==> src/rtl/fetch_sequencer.sv <==
// Program-counter sequencer: drives imem address, captures the registered read data, hands it to decode/FPU via valid/ready.
// Optional FETCH_PERF_CNT_EN adds a saturating completed-handshake counter on fetch_cnt_o.
module fetch_sequencer #(
    parameter int              PC_W     = 8,
    parameter int              INST_W   = 16,
    parameter logic [PC_W-1:0] PC_RESET = '0,
    parameter logic [3:0]      HALT_OP  = 4'hF
) (
    input  logic              clk,
    input  logic              rst,
    input  logic              run_i,
    input  logic              stop_i,
    output logic [PC_W-1:0]   pc_o,
    input  logic [INST_W-1:0] imem_inst_i,
    output logic [INST_W-1:0] inst_o,
    output logic              inst_valid_o,
    input  logic              inst_ready_i,
    input  logic              branch_en_i,
    input  logic [PC_W-1:0]   branch_target_i,
`ifdef FETCH_PERF_CNT_EN
    output logic [15:0]       fetch_cnt_o,
`endif
    output logic              halted_o,
    output logic              busy_o
);

    typedef enum logic [1:0] {S_IDLE, S_ISSUE, S_VALID, S_HALT} state_t;

    state_t            state_q;
    logic [PC_W-1:0]   pc_q;
    logic [INST_W-1:0] inst_q;
    logic              valid_q;
    logic              halted_q;
    logic              busy_q;

    logic launch;
    logic handshake;

    // A launch or handshake only counts when stop_i does not override it.
    assign launch    = run_i & ~stop_i & ((state_q == S_IDLE) | (state_q == S_HALT));
    assign handshake = valid_q & inst_ready_i & ~stop_i;

    always_ff @(posedge clk) begin
        if (!rst) begin
            state_q  <= S_IDLE;
            pc_q     <= PC_RESET;
            inst_q   <= '0;
            valid_q  <= 1'b0;
            halted_q <= 1'b0;
            busy_q   <= 1'b0;
        end else if (stop_i) begin
            state_q  <= S_HALT;
            inst_q   <= '0;
            valid_q  <= 1'b0;
            halted_q <= 1'b1;
            busy_q   <= 1'b0;
        end else begin
            case (state_q)
                S_IDLE, S_HALT: begin
                    if (run_i) begin
                        state_q  <= S_ISSUE;
                        pc_q     <= PC_RESET;
                        halted_q <= 1'b0;
                        busy_q   <= 1'b1;
                    end
                end
                S_ISSUE: begin
                    // A HALT word is swallowed here and never presented downstream.
                    if (imem_inst_i[INST_W-1 -: 4] == HALT_OP) begin
                        state_q  <= S_HALT;
                        inst_q   <= '0;
                        halted_q <= 1'b1;
                        busy_q   <= 1'b0;
                    end else begin
                        state_q <= S_VALID;
                        inst_q  <= imem_inst_i;
                        valid_q <= 1'b1;
                    end
                end
                S_VALID: begin
                    if (inst_ready_i) begin
                        state_q <= S_ISSUE;
                        valid_q <= 1'b0;
                        pc_q    <= branch_en_i ? branch_target_i : pc_q + PC_W'(1);
                    end
                end
                default: begin
                    state_q <= S_IDLE;
                    busy_q  <= 1'b0;
                end
            endcase
        end
    end

`ifdef FETCH_PERF_CNT_EN
    logic [15:0] cnt_q;

    always_ff @(posedge clk) begin
        if (!rst) begin
            cnt_q <= '0;
        end else if (launch) begin
            cnt_q <= '0;
        end else if (handshake && cnt_q != 16'hFFFF) begin
            cnt_q <= cnt_q + 16'd1;
        end
    end

    assign fetch_cnt_o = cnt_q;
`else
    logic unused_ok;
    assign unused_ok = launch ^ handshake;
`endif

    assign pc_o         = pc_q;
    assign inst_o       = inst_q;
    assign inst_valid_o = valid_q;
    assign halted_o     = halted_q;
    assign busy_o       = busy_q;

endmodule

==> config.mk <==
export PLATFORM = sky130hd
export DESIGN_NAME = fetch_sequencer
export DESIGN_NICKNAME = d
export VERILOG_FILES = /design/src/rtl/fetch_sequencer.sv
export SDC_FILE = /design/constraint.sdc
export NUM_CORES = 1
export LEC_CHECK = 0
export ABC_AREA = 1
export ABC_CLOCK_PERIOD_IN_PS = 1300
export BUFFER_PORTS_ARGS = -buffer_cell sky130_fd_sc_hd__buf_2
export CORE_AREA = 2 2 51 73
export DETAILED_ROUTE_END_ITERATION = 8
export DIE_AREA = 0 0 53 75
export GPL_TIMING_DRIVEN = 0
export PLACE_DENSITY = 0.7
export SLEW_MARGIN = 20
export SYNTH_ARGS = -nofsm -noshare
export SYNTH_HDL_FRONTEND = slang
export SYNTH_SLANG_ARGS = --single-unit
==> constraint.sdc <==
create_clock -name clk -period 1.3 [get_ports clk]
set_input_delay 0.13 -clock clk [delete_from_list [all_inputs] [get_ports clk]]
set_output_delay 0.13 -clock clk [all_outputs]
set_load 0.01 [all_outputs]
* After elaboration in Yosys (flattened, before gate mapping)
Cells that the tools add are included.
** Word-level totals
- Bits of input ports :: 30
- Bits in registers :: 29
- Output and inout bits :: 27
- Logic and storage cells :: 52
** Operators by class
- Bitwise operators :: 2
- Reductions and logical operators :: 12
- Add/sub/neg operators :: 1
- Multiplexer cells :: 20
- Eq/ne operators :: 11
** Operators by type and width (count)
- 8-bit 2-to-1 mux :: 3
- 16-bit 2-to-1 mux :: 1
- 8-bit one-hot mux with 2 select lines :: 1
- 3-bit inequality test (second input constant) :: 3
- 3-bit AND reduction :: 3
- 8-bit by 1-bit adder with 8-bit output (second input constant) :: 1
- 1-bit 2-to-1 mux :: 8
- 2-bit inequality test (second input constant) :: 4
- 2-bit 2-to-1 mux :: 3
- 1-bit one-hot mux with 2 select lines :: 3
- 2-bit one-hot mux with 3 select lines :: 1
- 2-bit nonzero test :: 3
- 2-bit == test (second input constant) :: 2
- 4-bit == test (second input constant) :: 1
- 4-bit AND reduction :: 1
- 2-bit OR reduction :: 2
- 3-bit nonzero test :: 1
- 2-bit by 1-bit == test with 1-bit output (second input constant) :: 1
- 2-bit zero test :: 1
- 1-bit inverter :: 2
- 2-bit AND reduction :: 1

* Logic depth before layout (Yosys ltp)
- Word-level depth :: 4
- Depth in mapped cells :: 9
- Depth with buffers taken out :: 8

* Least setup slack after synthesis
No wires, ideal clock.
- Path kind :: register to register
- Start point :: register state_q[0]
- End point :: register pc_q[5] (netlist: pc_o[5])
- Required time :: 1.242 ns
- Path buffers :: 0
- Library setup time :: 0.058 ns
- Clock period less this slack :: 1.323 ns
- Arrival :: 1.265 ns
- Stages on the path, launching flop included :: 9
- Path slack :: -0.023 ns
- Path through :: dfxtp_1 -> inv_1 -> ha_1 -> nand2_1 -> nand3_2 -> nor2_4 -> o21a_1 -> nand2_1 -> nand2_1
** On the way
- Longest elaborated chain between the ends :: 4
- Elaborated cells between the ends (all ways) :: 9
- Classes of those cells :: eq/ne: 4; mux: 1; reduce/logical: 4
** RTL lines
- from (decl) :: line 29 : state_t state_q;
- from (signal assigned) :: line 45 : state_q <= S_IDLE;
- from (signal assigned) :: line 52 : state_q <= S_HALT;
- from (signal assigned) :: line 61 : state_q <= S_ISSUE;
- 2-bit == test or 2-bit zero test (tied branches) :: line 58 : case (state_q)
- 2-bit OR reduction :: line 58
- 2-bit inequality test (no line) or 2-bit nonzero test (tied branches)
- 4-bit AND reduction (no line)
- to (signal assigned) :: line 84 : pc_q <= branch_en_i ? branch_target_i : pc_q + PC_W'(1);
- to (decl) :: line 30 : logic [PC_W-1:0] pc_q;
Parallel ways exist; a longest one is shown, timed or not.
A chain may end at the register's enable or synchronous reset.

* Worst setup path in the final report
Same ends and word-level chain as after synthesis.

==> flow_summary.yaml <==
sta:
  holdWs_ps: 92.0
  fmax_ghz: 0.779
  fin_setup_tns_ps: 0
  rsz0062_at_grt: "true"
  hold_viol_final: 0
  setup_viol: 0
  slew_headroom: 0.845
  maxSlewViolCount: 0
  worst_clock_skew_ps: 8.71
  finalCriticalPeriod_ps: 1280
  fin_crit_sh: 0.988
  worst_slew_pin_slew_ps: 233
logic_synthesis:
  synth_warnings: 0
  ys_seq_elements: 29
  synth_cell_types: 24
  netlist_instances: 186
  syn-num-nets: 219
  ys_seq_area_frac: 0.429
  yosysTopAreaCell: "dfxtp_1"
  synthTopCellsByArea: "dfxtp_1, nand2_1, a21oi_1"
  synth_area_mm2: 0.00135
  synth_top_area_share: 0.429
  synth_area_per_cell_um2: 7.28
routing:
  ant_nets: 0
  route.detailed.drc: 0
  drtIter0Drc: 25
  vias: 1446
  wl_per_cell_um: 11.1
  dr.pass1.iters: 4
  viasPerCell: 4.87
  finalWirelength_um: 3290
power:
  p_int_uw: 1760
  peakVddDrop_v: 0.000737
  seq_power_share: 0.407
  p_leak_uw: 0.000924
  p_per_area_mw_per_mm2: 1240
  p_sw_uw: 608
  clkPwrFrac: 0.403
  combPwrFrac: 0.191
  p_sw_frac: 0.257
floorplanning:
  design.portCount: 57
  core-area_mm2: 0.00328
  fp.dieH_um: 75
  die_area_mm2: 0.00398
  die_width_um: 53
  initial_core_util: 0.412
  num_rows: 25
grt:
  grt_use_total: 0.179
  grt_pass1_wl_um: 5360
  grt_start_max_net_pins: 11
  overflow: 0
  grt_pass1_vias: 1357
  antenna_found_initial: 0
cells_and_area:
  final_cell_mix: "nand2_1, buf_2, dfxtp_1, a21oi_1, inv_1"
  fin_util: 0.582
  area_growth_pct: 41.3
  stdcell_area_mm2: 0.00191
  drive_above_1_share: 0.377
  final_common_cell: "nand2_1"
  n_antenna_cell: 0
  final_nets: 289
clocking:
  htree_levels: 2
  root_buffer: "clkbuf_8"
  cts.sinks: 29
  clk_path_buf_depth: 2
  clock_latency_ps: 280
  clk_pin_slew_ps: 70
  numCtsBuffers: 5
  cts_tree: "yes"
  postCtsHoldBufs: 0
place:
  dpl_cell_area_mm2: 0.00169
  hpwl_um: 2450
  place_congestion: 0.733
  io_buffer_count: 56
worst_setup_path:
  critical_path_class: "reg2reg"
  cp.required_ps: 1530
  cp_max_fo: 8
  end_kind: "register"
  startpoint_type: "register"
  critPathArrivalTime_ps: 1510
worst_hold_path:
  min_path_type: "in2reg"
flow_run:
  cap_violations: 0
outcome:
  status: "completed"
repair_timing:
action | in CTS | in global routing
gates resized for setup | 8 | 12
endpoints found under the hold margin | 0 | 0
buffers inserted | 6 | 1
endpoints found under the setup margin | 19 | 21
pin swaps | 5 | 4
registers in the layout, summed over array words and instances, names as in the netlist:
signal	flops
pc_o	8
inst_valid_o	1
state_q	2
halted_o	1
inst_o	16
busy_o	1
per-stage QoR:
stage	setup WS [ps]	cells	total power [uW]
2_1_floorplan	8.34	186	1220
6_report	16.0	297	2370
3_5_place_dp	-166	282	1350
4_1_cts	-4.05	296	2360
3_3_place_gp	-138	282	1350
5_1_grt	-63.3	297	2480
metal layers:
metal / global-route usage / share of wire / up-vias
li1: - / - / 749
met3: 0.0496 / 0.067 / 5
met4: 0.0513 / 0.011 / 0
met1: 0.193 / 0.41 / 648
met5: 0 / 0 / -
met2: 0.336 / 0.51 / 44
cell usage after synthesis:
cell,number
or2_2,2
nand2_1,68
nor2_4,1
nand4_1,1
nand3_1,9
ha_1,3
a21oi_1,23
o211ai_1,4
nand4_2,1
xnor2_1,1
nor3_1,2
o21a_1,3
dfxtp_1,29
buf_2,3
o21ai_2,1
nand3b_1,2
inv_1,14
a31oi_1,1
nand3_2,2
nor2_1,3
o21ai_0,5
inv_2,3
nand2_2,3
buf_6,2
power by group through the flow:
stage | sequential (uW) | clock [uW] | combinational, uW
finish | 963 | 953 | 451
global route | 968 | 1000 | 505
CTS | 961 | 972 | 428
detailed placement | 974 | 0 | 380
global placement | 973 | 0 | 374
floorplan | 987 | 0 | 231
cells by family (layout without fill, tap and decap cells):
| group | Yosys count | in the layout | synth area share |
|---|---|---|---|
| flops | 29 | 29 | 0.429 |
| xor+xnor | 1 | 1 | 0.00647 |
| fa+ha+maj | 3 | 3 | 0.0277 |
| buf+inv | 22 | 93 | 0.0749 |
| compound gates | 37 | 37 | 0.153 |
| simple gates | 94 | 94 | 0.309 |
final timing paths:
check	from	endpoint	slack, ps	depth (start not counted)
worst max-delay path	state_q[0]$_SDFFE_PN0P_	pc_o[5]$_SDFFE_PN0P_	20	8
worst min-delay path	branch_target_i[0]	pc_o[0]$_SDFFE_PN0P_	90	3
worst max register to register	state_q[0]$_SDFFE_PN0P_	pc_o[5]$_SDFFE_PN0P_	20	8
worst min register to register	inst_o[1]$_SDFFE_PP0P_	inst_o[1]$_SDFFE_PP0P_	460	2
critical path, cell delays in order, from the launching register on:
cell	delay [ps]
dfxtp_4	370
inv_4	40
ha_4	220
nand2_2	70
nand3_2	90
nor2_4	200
o21a_1	160
nand2_1	40
nand2_1	40
final cells by class:
class                           count  area, um2
Multi-Input combinational cell    135        713
Fill cell                         342       1370
Clock inverter                      1       30.0
Tap cell                           40       50.0
Inverter                           17       68.8
Clock buffer                        7       86.3
Timing Repair Buffer               63        333
Buffer                              5       43.8
Sequential cell                    29        588
(Power assumes the default switching activity.)
